<file path="src/rtl/tt_sweep.sv">
// Truth-table sweeper: walks every input vector of a small combinational DUT,
// captures its output and compares against a golden table. Optional macro: TT_SWEEP_STOP_ON_ERR_EN.
`timescale 1ns/1ps
module tt_sweep #(
  parameter int NIN  = 4,
  parameter int HOLD = 1
) (
  input  logic                 clk,
  input  logic                 reset,
  input  logic                 start,
  input  logic [(1<<NIN)-1:0]  expected,
  input  logic                 y,
  output logic [NIN-1:0]       vec,
  output logic                 busy,
  output logic                 done,
  output logic                 pass,
  output logic [NIN:0]         err_count,
  output logic [NIN-1:0]       first_err_idx,
  output logic [(1<<NIN)-1:0]  captured
);

  localparam int NV = 1 << NIN;
  localparam logic [7:0]     HOLD_LAST = 8'(HOLD - 1);
  localparam logic [NIN-1:0] VEC_LAST  = {NIN{1'b1}};

  typedef enum logic [1:0] {IDLE, DRIVE, DONE} state_t;

  state_t         state, state_next;
  logic [NV-1:0]  exp_q;
  logic [7:0]     hold_cnt;
  logic           sample, mismatch, last_vec, finish;
  logic [NIN:0]   err_next;

  always_comb begin
    state_next = state;
    sample     = (state == DRIVE) && (hold_cnt == HOLD_LAST);
    mismatch   = sample && (y != exp_q[vec]);
    last_vec   = (vec == VEC_LAST);
    err_next   = err_count + {{NIN{1'b0}}, mismatch};
    case (state)
      IDLE, DONE: if (start) state_next = DRIVE;
      DRIVE: begin
`ifdef TT_SWEEP_STOP_ON_ERR_EN
        if (sample && (last_vec || mismatch)) state_next = DONE;
`else
        if (sample && last_vec) state_next = DONE;
`endif
      end
      default: state_next = IDLE;
    endcase
    finish = (state == DRIVE) && (state_next == DONE);
  end

  always_ff @(posedge clk or posedge reset) begin
    if (reset) begin
      state         <= IDLE;
      exp_q         <= '0;
      hold_cnt      <= '0;
      vec           <= '0;
      busy          <= 1'b0;
      done          <= 1'b0;
      pass          <= 1'b0;
      err_count     <= '0;
      first_err_idx <= '0;
      captured      <= '0;
    end else begin
      state <= state_next;
      if (state != DRIVE && start) begin
        // Table is latched here so later edits to expected cannot disturb the sweep.
        exp_q         <= expected;
        captured      <= '0;
        err_count     <= '0;
        first_err_idx <= '0;
        vec           <= '0;
        hold_cnt      <= '0;
        busy          <= 1'b1;
        done          <= 1'b0;
        pass          <= 1'b0;
      end else if (state == DRIVE) begin
        if (sample) begin
          hold_cnt      <= '0;
          captured[vec] <= y;
          err_count     <= err_next;
          // err_count is still zero only until the first mismatch of this sweep.
          if (mismatch && err_count == '0) first_err_idx <= vec;
          if (finish) begin
            busy <= 1'b0;
            done <= 1'b1;
            pass <= (err_next == '0);
          end else begin
            vec <= vec + 1'b1;
          end
        end else begin
          hold_cnt <= hold_cnt + 8'd1;
        end
      end
    end
  end

endmodule
</file>
<file path="config.mk">
export PLATFORM = sky130hd
export DESIGN_NAME = tt_sweep
export DESIGN_NICKNAME = d
export VERILOG_FILES = /design/src/rtl/tt_sweep.sv
export SDC_FILE = /design/constraint.sdc
export NUM_CORES = 1
export LEC_CHECK = 0
export CORE_MARGIN = 2
export CORE_UTILIZATION = 40
export DETAILED_ROUTE_END_ITERATION = 7
export RECOVER_POWER = 50
export SETUP_SLACK_MARGIN = 0.02
export SLEW_MARGIN = 25
export SYNTH_ARGS = -nofsm -noshare
export SYNTH_HDL_FRONTEND = slang
export SYNTH_SLANG_ARGS = --single-unit
</file>
<file path="constraint.sdc">
create_clock -name clk -period 3.8 [get_ports clk]
set_input_delay 1.14 -clock clk [delete_from_list [all_inputs] [get_ports clk]]
set_output_delay 1.14 -clock clk [all_outputs]
set_load 0.01 [all_outputs]
</file>
# ---- After elaboration in Yosys (flattened, before gate mapping)
# Cells that the tools add are included.
dict set report word_totals {
  regBits 58
  in_bits 20
  output_inout_bits 32
  word_cells 79
}
dict set report op_classes {
  n_addsub 3
  magnitude_cmp 2
  n_eq_ne 7
  muxes 37
  reduce_logical 20
}
# op count
set op_table {}
lappend op_table {{two-way mux 16 bit} 3}
lappend op_table {{two-way mux 4 bit} 8}
lappend op_table {{two-way mux 8 bit} 3}
lappend op_table {{bitwise mux 16 bit} 1}
lappend op_table {{two-way mux 5 bit} 3}
lappend op_table {{two-way mux 1 bit} 14}
lappend op_table {{logical NOT 5 bit} 2}
lappend op_table {{AND reduction 3 bit} 3}
lappend op_table {{adder 8 x 1 -> 8 bit, second input constant} 1}
lappend op_table {{logical NOT 8 bit} 1}
lappend op_table {{nonzero test 2 bit} 4}
lappend op_table {{logical AND 1 bit} 7}
lappend op_table {{adder 5 x 1 -> 5 bit} 1}
lappend op_table {{less-than comparator 4 x 5 -> 1 bit, second input constant} 1}
lappend op_table {{adder 4 x 1 -> 4 bit, second input constant} 1}
lappend op_table {{binary-select mux 1 bit (select 4 bit)} 1}
lappend op_table {{demux 1 bit (select 4 bit)} 1}
lappend op_table {{== test 2 bit, second input constant} 2}
lappend op_table {{== test 4 bit, second input constant} 1}
lappend op_table {{>= comparator 4 x 1 -> 1 bit, second input constant} 1}
lappend op_table {{two-way mux 2 bit} 2}
lappend op_table {{!= test 2 x 1 -> 1 bit, second input constant} 2}
lappend op_table {{one-hot mux 2 bit (2 select lines)} 1}
lappend op_table {{== test 2 x 1 -> 1 bit, second input constant} 1}
lappend op_table {{other kinds (4)} 4}

# ---- Logic depth before layout (Yosys ltp)
# Gate-level depths: netlist (run 1).
dict set report depth {
  depth_word 11
  depth_mapped 13
  mapped_depth_nobuf 12
}

# ---- Least setup slack after synthesis (run 1)
# OpenSTA, ideal clock, no wires.
dict set report synth_path {
  path_type {register -> register}
  from {register vec[0]}
  to {register pass}
  setup_ps 78
  arrival_ps 2931
  required_ps 3722
  setup_slack_ps 791
  path_stages_with_launch 13
  path_buffers 1
  period_less_slack_ps 3009
  cell_sequence {dfrtp_1 > buf_2 > mux4_2 > mux4_2 > xnor2_4 > nor2_1 > ha_1 > ha_1 > nand3_1 > xnor2_1 > nor3_1 > nand3b_1 > a21oi_1}
}
dict set report synth_via {
  elab_chain_len 10
  elab_cells_between_ends 18
  cone_classes {add/sub: 1; eq/ne: 3; mux: 8; reduce/logical: 6}
}
# item line_no
set synth_rtl {}
lappend synth_rtl {{start, declared} 13} ;# output logic [NIN-1:0] vec,
lappend synth_rtl {{start signal, assigned} 91} ;# vec <= vec + 1'b1;
lappend synth_rtl {{binary-select mux 1 bit (select 4 bit)} 37} ;# mismatch = sample && (y != exp_q[vec]);
lappend synth_rtl {{two-way mux 1 bit (implied by the code)} 37}
lappend synth_rtl {{!= test 1 bit} 37}
lappend synth_rtl {{logical AND 1 bit} 37}
lappend synth_rtl {{adder 5 x 1 -> 5 bit} 39} ;# err_next = err_count + {{NIN{1'b0}}, mismatch};
lappend synth_rtl {{logical NOT 5 bit} 89} ;# pass <= (err_next == '0);
lappend synth_rtl {{two-way mux 1 bit} 86} ;# if (finish) begin
lappend synth_rtl {{two-way mux 1 bit} 80} ;# if (sample) begin
lappend synth_rtl {{two-way mux 1 bit} 79} ;# end else if (state == DRIVE) begin
lappend synth_rtl {{two-way mux 1 bit} 68} ;# if (state != DRIVE && start) begin
lappend synth_rtl {{end signal, assigned} 89}
lappend synth_rtl {{end, declared} 16} ;# output logic pass,
# Several ways; a longest one is shown, not always the timed one. The select of a mux whose other input is x is not followed.
# A chain may end at the register's enable or synchronous reset.

# ---- Worst setup path in the final report (run 1)
dict set report layout_path {
  from {register vec[1]}
  to {register pass}
}
# The elaborated chain is that of the path after synthesis.

==> summary.txt, run 1 <==
Die
  – Initial core utilization: 41.7%
  – DIE AREA: about 8000 um2
  – IO Pins: 52
  – Die height: 88.4 um
  – Core Area: roughly 6800 um2
  – Die Width: roughly 88 um
  – Site row count: 30

Layout
  – N_diodes: 0
  – # fillers: between 600 and 700
  – P&R area growth vs syn: 27.9%
  – Fraction of layout cells with a size suffix above 1: 7.63%
  – Design area: 3640 um2
  – Fin nets: 377

GRT
  – M1 GR Usage: 24.7%
  – Pin count of the biggest net entering global routing: 44
  – Total GRT Usage: 17.8%
  – Vias in the first global route: approximately 2200
  – Initial antenna violation count: 0
  – GRT overflow: 0
  – GR Layer Usage met3: 5.88%
  – First-pass GRT wire length: between 10000 and 15000 um
  – Global routing usage on met2: 27.3%
  – Grt peak-use layer: met2

Critical path
  – Req. time, crit path: 4.05 ns
  – R2R cell count: 11
  – Crit path DAT: 3.42 ns
  – Crit path launch type: register
  – Crit path max fanout: 9
  – FF-to-FF Start: vec[1]
  – Worst setup startpoint: vec[1]
  – R2R setup slack: 0.64 ns
  – Crit Path Class: reg -> reg
  – Worst Setup EP: pass
  – Reg-to-Reg End: pass
  – Critical Path End Type: register

Drt
  – Detailed-route DRC error count: 0
  – DR pass1 iterations: 4
  – Wire length per cell: 13.9 um
  – Final WL: 6260 um
  – Vias: about 2200
  – Post-route antenna net violation count: 0
  – Starting DRT DRC Count: 89
  – Via density: 4.94

STA
  – Fmax: 0.316 GHz
  – Period minus WS final: 3.16 ns
  – Final period util: 83.2%
  – Final setup vio count: 0
  – Setup_tns: 0 ns
  – RSZ-0062 raised after global routing: no
  – Final hold violation count: 0
  – Slew @ Worst Pin: 1.87 ns
  – Clk_skew: 0.00634 ns
  – Slew Viols, Final: 44
  – Setup WS post-layout: 0.638 ns
  – Slew headroom: -25.2%

Power and ir drop
  – Sw Ratio: a little under two fifths
  – P_int: 0.00172 W
  – PnR Total Power: 0.00277 W
  – Comb power frac: 44.7%
  – Power Density: 761 nW/um2
  – Clock Power Share: approximately a fifth
  – Leak: 1.76 nW
  – P_sw: 0.00105 W
  – Worst IR Drop VDD: 0.318 mV
  – Reg power frac: 36.5%

Placement
  – HPWL Detailed: 4420 um
  – Post-DP Area: between 3000 and 4000 um2
  – Placer Congestion: 0.822
  – IO Port Bufs: 51
  – Post-Place Worst Slack: between 0.5 and 0.6 ns

Worst hold path
  – Hold Crit Class: reg -> reg

Synth
  – Avg Inst Size Synth: 9.62 um2
  – Syn Nets: 324
  – Post-synth design cell area: 2850 um2
  – Synth Instances: around 300
  – Post-synthesis async set-or-reset flop share: 100%
  – Seq/Total Area, Yosys: around 51%
  – Netlist cell types: 40
  – Synth area leader: dfrtp_1
  – Most used DFF post-synth: dfrtp_1
  – YS warnings: 0
  – Most instantiated library cell after synthesis: nand2_1
  – Yosys reg bits: between 50 and 60
  – Commonest cells post-synth: nand2_1, dfrtp_1, nor2_1, nand3_1, mux2i_1
  – Dominant cells by area after synthesis: dfrtp_1, nand2_1, mux2i_1, mux4_2, nor2_1
  – EDFF count, synth: 0
  – Synth top area share: 50.9%

Run status
  – Outcome: complete, but fails checks
  – Failing checks: capacitance limit, slew limit

Clocking
  – H-tree levels: 3
  – Hold Buf Count CTS: 0
  – Reg clk slew, reported paths: 0.06 ns
  – CTS Buffer Depth: 2
  – CTS tree: built
  – CTS Sinks: 58
  – Post-CTS Setup Bufs: 0
  – Worst skew pair latency: 0.33 ns
  – Resize count post-CTS: 0
  – Clock root cell: clkbuf_8
  – CTS Buf Count: 9

Run
  – Total of max-cap violations: 1
## kinds of logic (layout without fill, tap and decap cells)
family,count (synthesis),after routing,synth area share [%]
muxes,21,21,9.57
and+or+nand+nor,145,145,22.8
DFF,58,58,50.9
adders and majority gates,8,8,3.51
buffers and inverters,24,82,3.38
AOI/OAI and AO/OA,32,32,6.63
xor gates and xnor gates,8,8,3.12
## worst min-delay path by stage
stage	endpoint	slack (ns)	from	cells past startpoint
after detailed placement	exp_q[3]	0.46	exp_q[3]	2
after floorplan	exp_q[10]	0.44	exp_q[10]	2
after CTS	exp_q[3]	0.48	exp_q[3]	2
final	exp_q[11]	0.48	exp_q[11]	2
after global placement	exp_q[8]	0.46	exp_q[8]	2
after global routing	exp_q[3]	0.49	exp_q[3]	2
## critical path, cell delays in order, from the launching register on
cell and delay, ns:
dfrtp_1 0.54, mux4_2 0.55, mux4_2 0.54, xnor2_4 0.19, nor2_1 0.11, ha_1 0.20
ha_1 0.24, nand3_1 0.16, xnor2_1 0.16, nor3_1 0.16, nand3b_1 0.09, a21oi_1 0.14
## metrics by stage
step                      utilization, %  cells  hold WS [ns]
after floorplan                        -    296         0.440
after global placement              50.8    434         0.463
after detailed placement            50.8    434         0.461
after CTS                           53.5    450         0.477
after global routing                53.4    450         0.487
final                               53.4    450         0.476
## flip-flops by register name, summed over array words and instances (netlist names)
signal	cells
captured	16
exp_q	16
hold_cnt	8
err_count	5
first_err_idx	4
vec	4
state	2
busy	1
done	1
pass	1
## placed cells by master (no fill, tap or decap), types with 4 or more instances in the layout
cell type and count:
clkbuf_1 5, nor2_1 27, nor3_1 4, ha_1 8, dfrtp_1 58, mux4_2 5, mux2i_1 16, nand4_1 8
nand2_1 67, inv_1 6, clkdlybuf4s50_1 45, xor2_1 5, nand3_1 20, a21oi_1 7, buf_4 5, dlygate4sd3_1 6
clkbuf_8 12, o21ai_0 4, o21ai_1 11
## routing by layer
metal / up-vias / part of all wire (%) / wire length [um]
li1: 1115 / - / -
met1: 1057 / 49 / 3050
met2: 45 / 46 / 2880
met3: 6 / 4.6 / 287
met4: 0 / 0.70 / 44
met5: - / 0 / 0
## power by group through the flow
stage | clock network, W | logic (W) | registers (W)
after floorplan | 0 | 0.000782 | 0.00102
after global placement | 0 | 0.00124 | 0.00103
after detailed placement | 0 | 0.00126 | 0.00103
after CTS | 0.000536 | 0.00126 | 0.00102
after global routing | 0.000563 | 0.00139 | 0.00105
final | 0.000522 | 0.00124 | 0.00101
## layout make-up
cell class                      count  area [um2]  share of cell area [%]
Clock buffer                       14         173                    4.74
Multi-Input combinational cell    214        1300                    35.8
Clock inverter                      2        10.0                   0.275
Tap cell                           96         120                    3.30
Timing Repair Buffer               59         559                    15.3
Sequential cell                    58        1450                    39.8
Inverter                            7        27.5                   0.755
(Power assumes the default switching activity.)
==> inputs of run 2 (changes only) <==
--- a/config.mk
+++ b/config.mk
@@ -8,6 +8,7 @@
 export CORE_MARGIN = 2
 export CORE_UTILIZATION = 40
 export DETAILED_ROUTE_END_ITERATION = 7
+export PLACE_DENSITY = 0.66
 export RECOVER_POWER = 50
 export SETUP_SLACK_MARGIN = 0.02
 export SLEW_MARGIN = 25
==> constraint.sdc (replaced) <==
create_clock -name clk -period 2.8 [get_ports clk]
set_input_delay 0.84 -clock clk [delete_from_list [all_inputs] [get_ports clk]]
set_output_delay 0.84 -clock clk [all_outputs]
set_load 0.01 [all_outputs]
==> run 2 against run 1 <==
  * The flow finishes with violations (setup timing)
  * Setup slack worse by 0.65 ns
  * Sequential power is 32% higher
  * Clock-buffer cell count is 1 lower
  * Utilization is 2.3 points higher
  * Sequential cell count stayed put
  * Highest routed layer unchanged
  * Global-route usage is 0.063 points higher
  * Critical endpoint is now err_count[4]
  * First-iteration DRC count is 120% higher
  * Largest power group unchanged
  * Via count is 5.3% higher
  * Design area is 4.2% higher
  * Die area stayed put
==> summary.txt, run 2 (same netlist as run 1, synthesis figures left out) <==
Layout
  – Area of the multi-input gates: 1350 um2 (+3.4%)
  – FF+latch area: 1450 um2 (about the same)
  – # fillers: 627 (-5.3%)
  – Fraction of layout cells with a size suffix above 1: 12.4% (+4.8 points)
  – Most frequent cells in the layout: nand2_1, dfrtp_1, clkdlybuf4s50_1
  – Largest regs: captured (16), exp_q (16), hold_cnt (8)
  – P&R area growth vs syn: 33.3%
  – Fin nets: 386 (+2.4%)
  – Most common cell after layout, fill and taps aside: nand2_1
  – N_diodes: 0 (unchanged)

STA
  – Clk_skew: 0.00488 ns (-0.00146 ns)
  – RSZ-0062 raised after global routing: yes
  – Setup WS post-layout: -0.00800 ns (-0.646 ns)
  – Final hold violation count: 0 (unchanged)
  – Slew headroom: 6.87% (+32 points)
  – Slew @ Worst Pin: 1.40 ns (-0.470 ns)
  – Period minus WS final: 2.81 ns (-0.354 ns)
  – Slew Viols, Final: 0 (-100%)
  – Fmax: 0.356 GHz (+13%)
  – Final setup vio count: 2 (+2)
  – Final period util: 100% (+17 points)

Drt
  – Final WL: 6360 um (+1.5%)
  – Post-route antenna net violation count: 0 (unchanged)
  – Vias: 2341 (+5.3%)
  – Detailed-route DRC error count: 0 (unchanged)
  – DR pass1 iterations: 4 (unchanged)
  – Via density: 5.11 (+3.5%)
  – Starting DRT DRC Count: 194 (+120%)
  – Wire length per cell: 13.9 um (-0.27%)

Clocking
  – CTS Buf Count: 9 (unchanged)
  – H-tree levels: 3 (unchanged)
  – Reg clk slew, reported paths: 0.06 ns (about the same)
  – CTS Buffer Depth: 2 (unchanged)
  – CTS Sinks: 58 (unchanged)
  – Worst skew pair latency: 0.33 ns (about the same)
  – Clock root cell: clkbuf_8
  – CTS tree: built

Power and ir drop
  – P_sw: 0.00145 W (+38%)
  – Sw Ratio: 36.0% (-1.8 points)
  – PnR Total Power: 0.00402 W (+45%)
  – P_int: 0.00257 W (+49%)
  – Clock Power Share: 19.7% (+0.9 points)
  – Power Density: 1060 nW/um2 (+39%)
  – Reg power frac: 33.1% (-3.4 points)
  – Comb power frac: 47.2% (+2.5 points)
  – Leak: 1.82 nW (+3.6%)
  – Worst IR Drop VDD: 0.465 mV (+46%)

Critical path
  – Slowest stage delay, CP: 0.55 ns (about the same)
  – Crit Path Class: reg -> reg
  – Slowest CP cell: mux4_2
  – Crit-path cells: mux4_2 -> mux4_2 -> xnor2_4 -> nor2_1 -> ha_2 -> ha_4 -> nand3_4 -> buf_4 -> and2_1 -> o21ai_1 -> o31ai_1
  – Req. time, crit path: 3.01 ns (-1.04 ns)
  – CP dominant cell by count: mux4_2
  – Crit path launch type: register
  – Crit path DAT: 3.01 ns (-0.41 ns)
  – Critical Path End Type: register
  – Crit path max fanout: 5 (-4)

Die
  – IO Pins: 52 (unchanged)
  – DIE AREA: 7810 um2 (unchanged)
  – Core Area: 6830 um2 (unchanged)
  – Initial core utilization: 41.7% (unchanged)
  – Die height: 88.4 um (unchanged)
  – Die Width: 88.4 um (unchanged)
  – Site row count: 30 (unchanged)

GRT
  – First-pass GRT wire length: 10900 um (+2.2%)
  – Initial antenna violation count: 0 (unchanged)
  – GRT overflow: 0 (unchanged)
  – Vias in the first global route: 2376 (+9.0%)
  – Total GRT Usage: 17.8% (+0.063 points)
  – Pin count of the biggest net entering global routing: 59 (+34%)

Placement
  – IO Port Bufs: 51 (unchanged)
  – Placer Congestion: 0.778 (-5.3%)
  – HPWL Detailed: 4420 um (-0.11%)
  – Post-Place Worst Slack: -0.0768 ns (-0.664 ns)

Run status
  – Failing checks: setup timing
  – Outcome: complete, but fails checks

Worst hold path
  – Hold Crit Class: reg -> reg

Run
  – Total of max-cap violations: 0 (-1)
[run 2: area by class of cell]
type	count	area share, %
Tap cell	96	3.16
Inverter	7	0.692
Timing Repair Buffer	68	17.1
Clock inverter	2	0.922
Clock buffer	13	4.45
Multi-Input combinational cell	214	35.5
Sequential cell	58	38.2
[run 2: metal layers]
metal  global-route usage [%]  share of wire [%]  vias up
li1                         -                  -     1135
met4                     7.16               0.96        0
met5                        0                  0        -
met2                     28.4                 48       63
met1                     23.9                 46     1137
met3                     3.82                5.0        6
[run 2: worst paths after layout]
path	startpoint	endpoint	slack (ns)	depth (start not counted)
min in group asynchronous	reset	hold_cnt[1]	1.43	3
worst max-delay path	vec[0]	err_count[4]	-0.008	11
worst min-delay path	exp_q[1]	exp_q[1]	0.48	2
worst max register to register	vec[0]	err_count[4]	-0.008	11
worst min register to register	exp_q[1]	exp_q[1]	0.48	2
max in group asynchronous	reset	vec[0]	0.45	3
[run 2: power by group through the flow]
stage | Sequential, W | Combinational [W] | Clock (W)
finish | 0.00133 | 0.00190 | 0.000791
global placement | 0.00135 | 0.00183 | 0
detailed placement | 0.00135 | 0.00186 | 0
floorplan | 0.00139 | 0.00108 | 0
global route | 0.00137 | 0.00212 | 0.000844
CTS | 0.00134 | 0.00188 | 0.000808
[run 2: through the flow]
| stage | TNS (ns) | std cells | hold slack (ns) | util, % | instance area [um2] |
|---|---|---|---|---|---|
| 6_report | -0.0144 | 458 | 0.482 | 55.6 | 3800 |
| 5_1_grt | -0.255 | 458 | 0.499 | 55.6 | 3800 |
| 4_1_cts | -0.00458 | 456 | 0.480 | 55.4 | 3780 |
| 3_5_place_dp | -0.0768 | 440 | 0.463 | 52.1 | 3560 |
| 3_3_place_gp | 0 | 440 | 0.464 | 52.1 | 3560 |
| 2_1_floorplan | -0.0783 | 296 | 0.440 | - | 2880 |
[run 2: critical path, delay by kind of cell (launching register included)]
kind,cells,cell delay [ns]
adders and majority gates,2,0.37
buffers and inverters,1,0.16
xor gates and xnor gates,1,0.15
muxes,2,1.05
AOI/OAI and AO/OA,2,0.20
DFF,1,0.43
and+or+nand+nor,3,0.33
[run 2: timing repair]
action | 4_1_cts | 5_1_grt
resized for setup | 2 | 3
setup buffers | 1 | 2
pin swaps | 0 | 6
endpoints found under the setup margin | 2 | 1
cloned | 0 | 0
hold buffers | 0 | 0
==> inputs of run 3 (changes only) <==
--- a/config.mk
+++ b/config.mk
@@ -5,13 +5,14 @@
 export SDC_FILE = /design/constraint.sdc
 export NUM_CORES = 1
 export LEC_CHECK = 0
+export ABC_AREA = 1
 export CORE_MARGIN = 2
 export CORE_UTILIZATION = 40
 export DETAILED_ROUTE_END_ITERATION = 7
-export PLACE_DENSITY = 0.66
+export PLACE_DENSITY = 0.65
 export RECOVER_POWER = 50
 export SETUP_SLACK_MARGIN = 0.02
-export SLEW_MARGIN = 25
+export SLEW_MARGIN = 30
 export SYNTH_ARGS = -nofsm -noshare
 export SYNTH_HDL_FRONTEND = slang
 export SYNTH_SLANG_ARGS = --single-unit
==> run 3 against run 2 <==
  * The run now ends clean
  * Synthesized cell count is 27% higher
  * Fmax is 13% higher
  * Synthesized area is 6.9% higher
  * Critical endpoint is now pass
  * Register-to-register slack better by 0.31 ns
==> summary.txt, run 3 <==
Run status
  – Outcome: complete, no violations

Clocking
  – CTS tree: built
  – CTS Sinks: 58 (unchanged)
  – Hold Buf Count CTS: 0 (unchanged)
  – H-tree levels: 3 (unchanged)
  – Reg clk slew, reported paths: 0.07 ns (about the same)
  – CTS Buf Count: 9 (unchanged)
  – Worst skew pair latency: 0.33 ns (about the same)
  – Clock root cell: clkbuf_8
  – CTS Buffer Depth: 2 (unchanged)

STA
  – Setup_tns: 0 ns (+0.0144 ns)
  – Clk_skew: 0.00540 ns (+0.000520 ns)
  – Slew @ Worst Pin: 1.42 ns (+0.0279 ns)
  – Period minus WS final: 2.50 ns (-0.313 ns)
  – Slew headroom: 5.01% (-1.9 points)
  – Slew Viols, Final: 0 (unchanged)
  – Hold slack: 0.486 ns (+0.00451 ns)
  – Final setup vio count: 0 (-2)
  – Fmax: 0.401 GHz (+13%)
  – Final period util: 89.1% (-11 points)
  – RSZ-0062 raised after global routing: no
  – Final hold violation count: 0 (unchanged)

Synth
  – Most instantiated library cell after synthesis: nand2_1
  – Dominant cells by area after synthesis: dfrtp_1, nand2_1, inv_1, nand3_1, o21ai_0
  – Netlist cell types: 34 (-15%)
  – Syn Nets: 405 (+25%)
  – EDFF count, synth: 0 (unchanged)
  – Avg Inst Size Synth: 8.07 um2 (-16%)
  – Post-synth design cell area: 3040 um2 (+6.9%)
  – Synth Instances: 377 (+27%)
  – Seq/Total Area, Yosys: 47.7% (-3.3 points)
  – Commonest cells post-synth: nand2_1, inv_1, dfrtp_1, nand3_1, o21ai_0
  – Most used DFF post-synth: dfrtp_1
  – Yosys reg bits: 58 (unchanged)
  – Post-synthesis async set-or-reset flop share: 100% (unchanged)
  – Synth area leader: dfrtp_1
  – YS warnings: 0 (unchanged)
  – Synth top area share: 47.7% (-3.3 points)

Layout
  – Fraction of layout cells with a size suffix above 1: 10.2% (-2.2 points)
  – Fin util: 52.4% (-3.2 points)
  – # fillers: 744 (+19%)
  – Fin nets: 463 (+20%)
  – P&R area growth vs syn: 25.6%
  – N_diodes: 0 (unchanged)
  – Most common cell after layout, fill and taps aside: nand2_1
  – Most frequent cells in the layout: nand2_1, inv_1, dfrtp_1
  – Largest regs: captured (16), exp_q (16), hold_cnt (8)

Power and ir drop
  – Clock Power Share: 17.0% (-2.7 points)
  – P_int: 0.00232 W (-9.9%)
  – Worst IR Drop VDD: 0.430 mV (-7.5%)
  – Reg power frac: 34.4% (+1.3 points)
  – P_sw: 0.00164 W (+13%)
  – PnR Total Power: 0.00396 W (-1.5%)
  – Leak: 1.93 nW (+5.9%)
  – Sw Ratio: 41.5% (+5.4 points)
  – Comb power frac: 48.6% (+1.4 points)
  – Power Density: 1040 nW/um2 (-2.1%)

Critical path
  – Reg-to-Reg End: pass
  – Stages on the worst setup path: 15 (+4)
  – Slowest CP cell: dfrtp_2
  – Critical Path End Type: register
  – Req. time, crit path: 3.04 ns (+0.03 ns)
  – Crit path DAT: 2.74 ns (-0.27 ns)
  – R2R setup slack: 0.30 ns (+0.31 ns)
  – Crit-path cells: inv_4 -> nand2_1 -> nand3_1 -> nand2_1 -> nand2_1 -> nand2_2 -> nor2_1 -> nand2_2 -> and3_1 -> ha_1 -> ha_1 -> xor2_1 -> inv_1 -> nand4_1 -> o31ai_2
  – Slowest stage delay, CP: 0.52 ns (-0.03 ns)
  – Worst setup startpoint: vec[0]
  – Crit path launch type: register
  – CP Buf/Inv Count: 2 (+1)
  – Worst Setup EP: pass
  – Crit path max fanout: 13 (+8)
  – Crit Path Class: reg -> reg
  – CP dominant cell by count: nand2_1
  – FF-to-FF Start: vec[0]
  – Crit-path leading delay family: simple AND/OR/NAND/NOR gates
  – R2R cell count: 15 (+4)

Drt
  – Wire length per cell: 12.5 um (-10%)
  – Via density: 4.78 (-6.5%)
  – Detailed-route DRC error count: 0 (unchanged)
  – Vias: 2577 (+10%)
  – Starting DRT DRC Count: 98 (-49%)
  – Post-route antenna net violation count: 0 (unchanged)
  – Final WL: 6730 um (+5.9%)
  – DR pass1 iterations: 4 (unchanged)

Placement
  – Placer Congestion: 0.849 (+9.0%)
  – IO Port Bufs: 51 (unchanged)
  – HPWL Detailed: 4790 um (+8.5%)

GRT
  – Vias in the first global route: 2554 (+7.5%)
  – GRT overflow: 0 (unchanged)
  – First-pass GRT wire length: 12000 um (+10%)
  – Initial antenna violation count: 0 (unchanged)
  – Total GRT Usage: 17.7% (-0.11 points)
  – Pin count of the biggest net entering global routing: 59 (unchanged)

Die
  – Initial core utilization: 41.7% (+0.043 points)
  – Die Width: 91.2 um (+3.2%)
  – Site row count: 31 (+3.3%)
  – IO Pins: 52 (unchanged)
  – Core Area: 7290 um2 (+6.7%)
  – Die height: 91.2 um (+3.2%)
  – DIE AREA: 8320 um2 (+6.5%)

Run
  – Total of max-cap violations: 0 (unchanged)

Worst hold path
  – Hold Crit Class: reg -> reg
[run 3: cell count changes after synthesis, moves of 4 or more]
cell | before | now
a21oi_1 | 7 | 2
clkbuf_1 | 13 | 4
inv_1 | 7 | 59
inv_2 | 0 | 4
mux2i_1 | 16 | 0
mux4_2 | 5 | 0
nand2_1 | 67 | 90
nand2_2 | 0 | 6
nand2_4 | 0 | 4
nand3_1 | 20 | 41
nand4_1 | 8 | 3
nor2_1 | 28 | 17
o21ai_0 | 2 | 30
o22ai_1 | 1 | 5
[run 3: cells by family (layout without fill, tap and decap cells)]
logic type	after synthesis	count (layout)	share of synthesized area, %
AO/OA/AOI/OAI	53	53	9.58
XOR/XNOR	6	6	1.73
adder cells (fa/ha/maj)	8	8	3.29
buffers and inverters	76	139	10.4
flip-flops	58	58	47.7
AND/OR/NAND/NOR	176	176	27.3
[run 3: routing by layer]
metal	wire length, um	global-route usage (%)	up-vias
met1	3260	23.8	1208
met3	223	2.99	8
met5	0	0	-
met2	3160	28.4	52
li1	-	-	1309
met4	85	7.70	0
[run 3: area by class of cell]
type	count	area (um2)	area share, %
timing repair buffer	58	554	14.5
clock inverter	5	30.0	0.786
tap	99	124	3.24
sequential	58	1450	38.0
clock buffer	11	141	3.70
inverter	65	249	6.51
multi-input combinational	243	1270	33.3
[run 3: power groups by stage]
stage | clock (W) | sequential [W] | combinational (W)
after floorplan | 0 | 0.00141 | 0.00122
after global placement | 0 | 0.00137 | 0.00192
after detailed placement | 0 | 0.00138 | 0.00196
after CTS | 0.000693 | 0.00137 | 0.00197
after global routing | 0.000726 | 0.00141 | 0.00219
final | 0.000673 | 0.00137 | 0.00193
[run 3: worst min path at each step]
| stage | startpoint | end | cells after the start |
|---|---|---|---|
| 2_1_floorplan | state[0] | state[1] | 1 |
| 3_3_place_gp | done | done | 2 |
| 3_5_place_dp | done | done | 2 |
| 4_1_cts | done | done | 2 |
| 5_1_grt | first_err_idx[0] | first_err_idx[0] | 2 |
| 6_report | done | done | 2 |
[run 3: what timing repair did]
item                                    4_1_cts  5_1_grt
setup buffers                                 0        0
endpoints found under the setup margin        0        1
resized for setup                             0        1
[run 3: per-stage QoR]
step                      setup WS, ns  instances  instance area, um2
after global placement           0.148        523                3680
after floorplan                  0.468        377                3040
after detailed placement        0.0963        523                3680
final                            0.305        539                3820
after CTS                        0.225        539                3850
after global routing             0.100        539                3820
[run 3: worst register-to-register path, stage by stage, from the launching register on]
cell,delay (ns)
dfrtp_2,0.52
inv_4,0.18
nand2_1,0.07
nand3_1,0.06
nand2_1,0.07
nand2_1,0.07
nand2_2,0.07
nor2_1,0.14
nand2_2,0.07
and3_1,0.17
ha_1,0.19
ha_1,0.22
xor2_1,0.15
inv_1,0.08
nand4_1,0.12
o31ai_2,0.23
